$ cat src/rtl/cpu_pkg.sv
// Shared definitions for the 4-bit-opcode pipeline: opcodes, NOP encoding, fetch FSM states.
package cpu_pkg;

    localparam int OPC_W = 4;
    localparam logic [OPC_W-1:0] OPC_NOP = 4'b1111;
    localparam logic [15:0] NOP_INSTR = 16'hF000;

    typedef enum logic [1:0] {
        IDLE  = 2'd0,
        FETCH = 2'd1,
        HOLD  = 2'd2,
        DROP  = 2'd3
    } if_state_t;

    typedef enum logic [OPC_W-1:0] {
        OP_ADD  = 4'd0,
        OP_ADDI = 4'd1,
        OP_SUB  = 4'd2,
        OP_AND  = 4'd3,
        OP_OR   = 4'd4,
        OP_LW   = 4'd8,
        OP_SW   = 4'd9,
        OP_NOP  = 4'd15
    } opcode_t;

endpackage

$ cat src/rtl/if_id_reg.sv
// IF/ID pipeline register: bubble beats load, otherwise holds its contents.
// Latency: one cycle from load/bubble to outputs.
// Backpressure: the caller simply withholds load; the register keeps its value.
module if_id_reg
    import cpu_pkg::*;
#(
    parameter int PC_W = 8,
    parameter int INSTR_W = 16,
    parameter logic [PC_W-1:0] RESET_PC = '0
) (
    input  logic               clk,
    input  logic               rst,
    input  logic               load,
    input  logic               bubble,
    input  logic [INSTR_W-1:0] load_instr,
    input  logic [PC_W-1:0]    load_pc,
    output logic               id_valid,
    output logic [INSTR_W-1:0] id_instr,
    output logic [PC_W-1:0]    id_pc
);

    localparam logic [INSTR_W-1:0] NOP_W = {OPC_NOP, {(INSTR_W-OPC_W){1'b0}}};

    always_ff @(posedge clk or posedge rst) begin
        if (rst) begin
            id_valid <= 1'b0;
            id_instr <= NOP_W;
            id_pc    <= RESET_PC;
        end else if (bubble) begin
            // the pc is kept so downstream still sees where the bubble sits
            id_valid <= 1'b0;
            id_instr <= NOP_W;
        end else if (load) begin
            id_valid <= 1'b1;
            id_instr <= load_instr;
            id_pc    <= load_pc;
        end
    end

endmodule

$ cat src/rtl/if_stage.sv
// Instruction fetch: owns the pc, reads imem over req/ack, fills the IF/ID register.
// Latency: ack in cycle N is visible on id_* in N+1; zero-wait memory gives one instr/cycle.
// Backpressure: id_stall parks one in-flight word in a skid buffer and drops imem_req until release.
module if_stage
    import cpu_pkg::*;
#(
    parameter int PC_W = 8,
    parameter int INSTR_W = 16,
    parameter logic [PC_W-1:0] RESET_PC = '0
) (
    input  logic               clk,
    input  logic               rst,
    output logic               imem_req,
    output logic [PC_W-1:0]    imem_addr,
    input  logic               imem_ack,
    input  logic [INSTR_W-1:0] imem_rdata,
    input  logic               id_stall,
    input  logic               redirect_valid,
    input  logic [PC_W-1:0]    redirect_pc,
    output logic               id_valid,
    output logic [INSTR_W-1:0] id_instr,
    output logic [OPC_W-1:0]   id_opcode,
    output logic [PC_W-1:0]    id_pc
);

    localparam logic [INSTR_W-1:0] NOP_W = {OPC_NOP, {(INSTR_W-OPC_W){1'b0}}};

    if_state_t          state;
    logic [PC_W-1:0]    pc;
    logic [PC_W-1:0]    redir_tgt;
    logic               skid_vld;
    logic [INSTR_W-1:0] skid_instr;
    logic [PC_W-1:0]    skid_pc;

    logic               ifid_load;
    logic               ifid_bubble;
    logic [INSTR_W-1:0] ifid_instr;
    logic [PC_W-1:0]    ifid_pc;

    assign imem_req  = (state == FETCH) || (state == DROP);
    assign imem_addr = pc;
    assign id_opcode = id_instr[INSTR_W-1 -: OPC_W];

    always_comb begin
        ifid_bubble = redirect_valid;
        ifid_load   = 1'b0;
        ifid_instr  = imem_rdata;
        ifid_pc     = pc;
        if (!redirect_valid) begin
            case (state)
                FETCH: ifid_load = imem_ack && !id_stall;
                HOLD: begin
                    ifid_load  = !id_stall && skid_vld;
                    ifid_instr = skid_instr;
                    ifid_pc    = skid_pc;
                end
                default: ifid_load = 1'b0;
            endcase
        end
    end

    always_ff @(posedge clk or posedge rst) begin
        if (rst) begin
            state      <= IDLE;
            pc         <= RESET_PC;
            redir_tgt  <= RESET_PC;
            skid_vld   <= 1'b0;
            skid_instr <= NOP_W;
            skid_pc    <= RESET_PC;
        end else begin
            if (redirect_valid)
                skid_vld <= 1'b0;
            case (state)
                IDLE: begin
                    state <= FETCH;
                    if (redirect_valid)
                        pc <= redirect_pc;
                end
                FETCH: begin
                    if (redirect_valid) begin
                        if (imem_ack) begin
                            pc <= redirect_pc;
                        end else begin
                            // request cannot be retracted: ride it out in DROP
                            redir_tgt <= redirect_pc;
                            state     <= DROP;
                        end
                    end else if (imem_ack) begin
                        pc <= pc + PC_W'(1);
                        if (id_stall) begin
                            skid_vld   <= 1'b1;
                            skid_instr <= imem_rdata;
                            skid_pc    <= pc;
                            state      <= HOLD;
                        end
                    end
                end
                HOLD: begin
                    if (redirect_valid) begin
                        pc    <= redirect_pc;
                        state <= FETCH;
                    end else if (!id_stall) begin
                        skid_vld <= 1'b0;
                        state    <= FETCH;
                    end
                end
                DROP: begin
                    if (imem_ack) begin
                        pc    <= redirect_valid ? redirect_pc : redir_tgt;
                        state <= FETCH;
                    end else if (redirect_valid) begin
                        redir_tgt <= redirect_pc;
                    end
                end
                default: state <= IDLE;
            endcase
        end
    end

    if_id_reg #(
        .PC_W     (PC_W),
        .INSTR_W  (INSTR_W),
        .RESET_PC (RESET_PC)
    ) u_if_id_reg (
        .clk        (clk),
        .rst        (rst),
        .load       (ifid_load),
        .bubble     (ifid_bubble),
        .load_instr (ifid_instr),
        .load_pc    (ifid_pc),
        .id_valid   (id_valid),
        .id_instr   (id_instr),
        .id_pc      (id_pc)
    );

endmodule

$ cat config.mk
export PLATFORM = sky130hd
export DESIGN_NAME = if_stage
export DESIGN_NICKNAME = d
export VERILOG_FILES = /design/src/rtl/cpu_pkg.sv /design/src/rtl/if_id_reg.sv /design/src/rtl/if_stage.sv
export SDC_FILE = /design/constraint.sdc
export NUM_CORES = 1
export LEC_CHECK = 0
export CAP_MARGIN = 0
export CORE_ASPECT_RATIO = 1.5
export CORE_MARGIN = 3
export CORE_UTILIZATION = 45
export DETAILED_ROUTE_END_ITERATION = 8
export PLACE_DENSITY_LB_ADDON = 0.1
export SYNTH_ARGS = -nofsm -noshare
export SYNTH_HDL_FRONTEND = slang
export SYNTH_SLANG_ARGS = --single-unit
$ cat constraint.sdc
create_clock -name clk -period 2.1 [get_ports clk]
set_input_delay 0.21 -clock clk [delete_from_list [all_inputs] [get_ports clk]]
set_output_delay 0.21 -clock clk [all_outputs]
set_load 0.02 [all_outputs]
==> impl_results.md, run 1 <==
* Power per cell area at 1390 nW/um2
* Max-slew headroom at 0.755
* FF/Latch Area at 1710 um2
* Syn Nets at 307
* Clock-pin slew on the worst setup and hold paths at 0.08 ns
* Switching power at 2.22 mW
* Fraction of registers with async set/reset at 1.00
* Peak VDD IR at 0.691 mV
* 1st-iter DRT viols at 81
* Final Hold Viols at 0
* Yosys top cell area share at 0.443
* Distinct cells, synth at 43
* Setup CP Type: reg2reg
* Crit start category: register
* Max-cap violations at 0
* Final worst-path cycle share at 0.914
* Reg2reg start: state[0]
* Unrepaired setup endpoints after global routing: no
* Post-synth EDFFs at 0
* Setup bufs post-CTS at 0
* Clock share of power at 0.178
* Ant. Diodes at 0
* Skew-Pair Late Insertion Delay at 0.34 ns
* Main area contributors after synthesis: dfrtp_1 (44%), mux2_2 (17%), dfstp_2 (6.2%), mux2i_1 (5.9%), nor2_1 (2.8%)
* Worst-case reg-to-reg path depth at 7
* Largest area contributor in the netlist: dfrtp_1
* Filler instances at 619
* Synth warn at 0
* HPWL after detailed placement at 4.81 mm
* TritonCTS Buffers at 9
* Beginning of the critical path: state[0]
* Die ar. at 8630 um2
* Vias in the first global route at 2342
* Required time of the critical path at 2.33 ns
* Vias at 2383
* Pwr Total at 6.14 mW
* Int Power at 3.92 mW
* Status: finished clean
* # DRC at 0
* Final setup TNS at 0 ns
* Post-Route WL at 6.90 mm
* Crit. End Element: register
* Reg2reg setup slack at 0.18 ns
* Die Y-Extent at 112 um
* Sequential share of power at 0.369
* Io pins at 67
* HP Class: in2async
* Max-slew violation count at 0
* Share of layout cells above drive strength 1 at 0.297
* Synth Instances at 273
* Comb pwr share at 0.452
* Initial antenna violation count at 0
* # port buffers at 66
* Worst-Margin Slew at 0.368 ns
* Fmax at 0.521 GHz
* Largest net degree at the start of global routing at 69
* CTS tree: yes
* CTS root buffer: clkbuf_8
* Worst endpoint data arrival time at 2.15 ns
* Post-route ant nets at 0
* Worst Setup EP: state[1]
* Hold buffers post-CTS at 0
* Avg Vias per Cell at 5.26
* GPL Wtd Cong at 0.929
* Avg WL per Cell at 15.2 um
* Switching power share of the total at 0.362
* Cell row count at 38
* Top-count cell post-synth: dfrtp_1
* Initial core utilization at 0.466
* Congestion Overflow GR at 0
* Cell area after synthesis at 3390 um2
* Die X at 76.9 um
* Critical R2R Capture: state[1]
* Fin crit period at 1.92 ns
* Leak Pwr at 1.86 nW
* Main synth FF type: dfrtp_1
* Worst clock skew at 0.00776 ns
* First-pass GRT wire length at 11.5 mm
* # clock sinks at 68
* H-tree levels at 3
* Drt pass-1 iters at 4
* Multi-input logic area at 1530 um2
* Worst Path Max Fanout at 9
* Seq cells post-synth at 68
* Synth-to-Final Area Change at 30.2%
* Final setup fails at 0
* Core area at 7270 um2
* Register area share after synthesis at 0.505
* Final net count at 382
* Synth top cells by count: dfrtp_1 (60), mux2_2 (50), nor2_1 (25), mux2i_1 (20), o21ai_0 (14)
* Clk buf depth at 2
* Total global-route track usage at 0.170
* Synthesized area per cell at 12.4 um2
## flip-flops by register name, indices dropped and copies added (netlist names)
| signal | count |
|---|---|
| skid_instr | 16 |
| u_if_id_reg.id_instr | 16 |
| imem_addr | 8 |
| redir_tgt | 8 |
| skid_pc | 8 |
| u_if_id_reg.id_pc | 8 |
| state | 2 |
| skid_vld | 1 |
| u_if_id_reg.id_valid | 1 |
## metrics by stage
step / std cells / worst slack (ns) / instance area, um2 / utilization / hold WS [ns]
floorplan: 273 / 0.192 / 3390 / - / 0.360
global placement: 437 / 0.172 / 4210 / 0.579 / 0.480
detailed placement: 437 / 0.155 / 4210 / 0.579 / 0.488
CTS: 453 / 0.142 / 4410 / 0.606 / 0.265
global route: 453 / 0.0646 / 4410 / 0.606 / 0.290
finish: 453 / 0.180 / 4410 / 0.606 / 0.238
## logic make-up after synthesis
group                    share of synthesized area
adder cells (fa/ha/maj)                     0.0185
AO/OA/AOI/OAI                                0.118
buffers and inverters                       0.0451
AND/OR/NAND/NOR                             0.0812
XOR/XNOR                                   0.00259
multiplexers                                 0.230
flip-flops                                   0.505
## critical path: stages, from the launching register on
cell and delay, ns:
dfrtp_1 0.43, inv_1 0.13, ha_1 0.26, buf_4 0.19
nand2_1 0.08, a21oi_1 0.08, a311oi_2 0.27, mux2_2 0.37
## layout make-up
class                           instances  area share
Timing Repair Buffer                   82       0.185
Multi-Input combinational cell        179       0.346
Clock inverter                          6      0.0145
Sequential cell                        68       0.388
Inverter                                8     0.00681
Tap cell                              100      0.0284
Clock buffer                           10      0.0312
## power groups by stage
stage,registers [mW],logic (mW),clock network [mW]
after floorplan,2.46,1.67,0
after global placement,2.28,2.77,0
after detailed placement,2.30,2.81,0
after CTS,2.27,2.81,1.12
after global routing,2.36,3.04,1.18
final,2.27,2.78,1.10
## cell usage in the layout, fill, tap and decap left out, types with 2 or more instances in the layout
| cell | n |
|---|---|
| a211o_1 | 4 |
| a211oi_1 | 7 |
| a211oi_2 | 7 |
| a21oi_1 | 5 |
| a221oi_1 | 3 |
| a222oi_1 | 2 |
| a22oi_1 | 2 |
| and3_1 | 3 |
| buf_12 | 3 |
| buf_4 | 13 |
| clkbuf_8 | 10 |
| clkdlybuf4s50_1 | 65 |
| clkinv_2 | 2 |
| clkinvlp_4 | 2 |
| dfrtp_1 | 60 |
| dfstp_2 | 8 |
| ha_1 | 4 |
| inv_1 | 7 |
| mux2_2 | 50 |
| mux2i_1 | 20 |
| nand2_1 | 3 |
| nand2b_1 | 5 |
| nand3b_1 | 2 |
| nor2_1 | 25 |
| nor4_1 | 2 |
| o21ai_0 | 13 |
| o22ai_1 | 2 |
| o2bb2ai_1 | 2 |
## routing by layer
metal,track usage,vias to the layer above,wire (um)
li1,-,1145,-
met4,0.0713,0,138
met2,0.288,59,3510
met3,0.0425,10,303
met5,0,-,0
met1,0.206,1169,2950
## repair_timing
item	4_1_cts	5_1_grt
endpoints found under the setup margin	1	4
resized for setup	2	1
pin swaps	0	0
## how the worst min path moves through the flow
stage | from | end | slack (ns) | cells after the start
floorplan | imem_rdata[0] | skid_instr[0] | 0.36 | 1
global placement | u_if_id_reg.id_valid | u_if_id_reg.id_valid | 0.48 | 2
detailed placement | redir_tgt[5] | redir_tgt[5] | 0.49 | 1
CTS | rst | skid_instr[0] | 0.27 | 3
global route | rst | skid_instr[5] | 0.29 | 3
finish | rst | skid_instr[0] | 0.24 | 3
Power figures use the tool's default switching activity.
==> inputs of run 2 (changes only) <==
--- a/config.mk
+++ b/config.mk
@@ -6,9 +6,11 @@
 export NUM_CORES = 1
 export LEC_CHECK = 0
 export CAP_MARGIN = 0
+export CELL_PAD_IN_SITES_DETAIL_PLACEMENT = 2
+export CELL_PAD_IN_SITES_GLOBAL_PLACEMENT = 2
 export CORE_ASPECT_RATIO = 1.5
 export CORE_MARGIN = 3
-export CORE_UTILIZATION = 45
+export CORE_UTILIZATION = 34
 export DETAILED_ROUTE_END_ITERATION = 8
 export PLACE_DENSITY_LB_ADDON = 0.1
 export SYNTH_ARGS = -nofsm -noshare
==> impl_results.md, run 2 (synthesized netlist as in run 1, its figures left out) <==
* Worst-Margin Slew at 0.380 ns (was 0.368 ns)
* Post-route ant nets at 0 (unchanged)
* Status: finished clean (unchanged)
* Cell row count at 44 (was 38)
* Largest registers: skid_instr x16, u_if_id_reg.id_instr x16 (unchanged)
* Fin crit period at 1.86 ns (was 1.92 ns)
* Max-slew violation count at 0 (unchanged)
* HPWL after detailed placement at 6.01 mm (was 4.81 mm)
* Io pins at 67 (unchanged)
* Ant. Diodes at 0 (unchanged)
* Leak Pwr at 1.91 nW (was 1.86 nW)
* H-tree levels at 3 (unchanged)
* Share of layout cells above drive strength 1 at 0.299 (was 0.297)
* Core area at 9690 um2 (was 7270 um2)
* Hold slack final at 0.285 ns (was 0.238 ns)
* Hold buffers post-CTS at 0 (unchanged)
* Setup CP Type: reg2reg (unchanged)
* Initial core utilization at 0.350 (was 0.466)
* Avg WL per Cell at 18.6 um (was 15.2 um)
* Die Y-Extent at 128 um (was 112 um)
* Worst Path Max Fanout at 25 (was 9)
* Vias in the first global route at 2760 (was 2342)
* # clock sinks at 68 (unchanged)
* Most frequent cells in the layout: clkdlybuf4s50_1 (65), dfrtp_1 (59), mux2_2 (50) (was clkdlybuf4s50_1 (65), dfrtp_1 (60), mux2_2 (50))
* First-pass GRT wire length at 14.4 mm (was 11.5 mm)
* Fmax at 0.539 GHz (was 0.521 GHz)
* Worst clock skew at 0.00631 ns (was 0.00776 ns)
* Clock-pin slew on the worst setup and hold paths at 0.05 ns (was 0.08 ns)
* Filler instances at 979 (was 619)
* HP Class: in2async (unchanged)
* Die ar. at 11200 um2 (was 8630 um2)
* Initial antenna violation count at 0 (unchanged)
* Setup bufs post-CTS at 0 (unchanged)
* Die X at 87.5 um (was 76.9 um)
* Final setup TNS at 0 ns (unchanged)
* Final net count at 381 (was 382)
* Multi-input logic area at 1550 um2 (was 1530 um2)
* Clk buf depth at 2 (unchanged)
* 1st-iter DRT viols at 40 (was 81)
* GPL Wtd Cong at 0.761 (was 0.929)
* Drt pass-1 iters at 4 (unchanged)
* Total global-route track usage at 0.171 (was 0.170)
* Synth-to-Final Area Change at 34.4% (was 30.2%)
* CTS tree: yes (unchanged)
* Pwr Total at 6.80 mW (was 6.14 mW)
* Final worst-path cycle share at 0.883 (was 0.914)
* Max-slew headroom at 0.747 (was 0.755)
* Avg Vias per Cell at 5.32 (was 5.26)
* Placed Area at 4220 um2 (was 4210 um2)
* TritonCTS Buffers at 9 (unchanged)
* Unrepaired setup endpoints after global routing: no (unchanged)
* Vias at 2478 (was 2383)
* # DRC at 0 (unchanged)
* # port buffers at 66 (unchanged)
* Congestion Overflow GR at 0 (unchanged)
* Skew-Pair Late Insertion Delay at 0.33 ns (was 0.34 ns)
* Max-cap violations at 0 (unchanged)
* Peak VDD IR at 0.786 mV (was 0.691 mV)
* Crit start category: register (unchanged)
* Final setup fails at 0 (unchanged)
* Power per cell area at 1490 nW/um2 (was 1390 nW/um2)
* Crit. End Element: register (unchanged)
* Post-Route WL at 8.68 mm (was 6.90 mm)
* Design Area, Final at 4550 um2 (was 4410 um2)
* Largest net degree at the start of global routing at 69 (unchanged)
* Required time of the critical path at 2.34 ns (was 2.33 ns)
* CTS root buffer: clkbuf_16 (was clkbuf_8)
* Worst endpoint data arrival time at 2.09 ns (was 2.15 ns)
* Most common cell after layout, fill and taps aside: clkdlybuf4s50_1 (unchanged)
* FF/Latch Area at 1710 um2 (about the same)
* Final Hold Viols at 0 (unchanged)
==> run 2: changes by cell type in the layout (fill, tap and decap cells not counted), moves of 2 or more <==
| cell | previous run | this run |
|---|---|---|
| clkinvlp_4 | 2 | 0 |
| clkbuf_1 | 0 | 2 |
| clkbuf_16 | 0 | 9 |
| clkinv_2 | 2 | 0 |
| ha_1 | 4 | 2 |
| clkbuf_8 | 10 | 3 |
==> run 2: critical path: stages (launching register included) <==
cell and delay (ns):
dfrtp_1 0.41, inv_1 0.11, ha_1 0.39, inv_1 0.11
nor3b_4 0.23, buf_12 0.20, nor2_1 0.08, a211oi_2 0.21
==> run 2: cell type report <==
| cell class | count | share of cell area |
|---|---|---|
| clock buffers | 14 | 0.0602 |
| clock inverters | 1 | 0.00660 |
| inverters | 8 | 0.00660 |
| multi-input cells | 179 | 0.340 |
| flip-flops and latches | 68 | 0.376 |
| well taps | 115 | 0.0316 |
| repair buffers | 81 | 0.179 |
==> run 2: power by group <==
part	internal (mW)	total (mW)	switching, mW
combinational	1.50	2.94	1.44
sequential	1.90	2.31	0.408
clock	1.01	1.55	0.540
total	4.41	6.80	2.39
==> run 2: layer usage <==
metal,track usage,vias to the layer above,routed length [um]
li1,-,1140,-
met1,0.196,1278,3460
met2,0.300,46,4700
met3,0.0418,14,331
met4,0.0668,0,182
met5,0,-,0
==> run 2: what timing repair did <==
action	CTS	global route
endpoints found under the hold margin	0	0
resized for setup	3	4
endpoints found under the setup margin	1	10
==> run 2: worst paths after layout <==
path / start / endpoint / slack (ns) / depth (start not counted)
max in group asynchronous: rst / u_if_id_reg.id_instr[13] / 1.50 / 3
hold / removal: rst / skid_instr[11] / 0.29 / 3
min in group clk: redir_tgt[5] / redir_tgt[5] / 0.50 / 1
setup / recovery: state[1] / u_if_id_reg.id_instr[3] / 0.24 / 7
setup reg to reg: state[1] / u_if_id_reg.id_instr[3] / 0.24 / 7
hold reg to reg: redir_tgt[5] / redir_tgt[5] / 0.50 / 1
==> run 2: stage by stage <==
step / setup slack (ns) / std cells / util
floorplan: 0.192 / 273 / -
global placement: 0.192 / 451 / 0.436
detailed placement: 0.132 / 451 / 0.436
CTS: 0.0120 / 466 / 0.469
global route: 0.0799 / 466 / 0.470
finish: 0.245 / 466 / 0.470
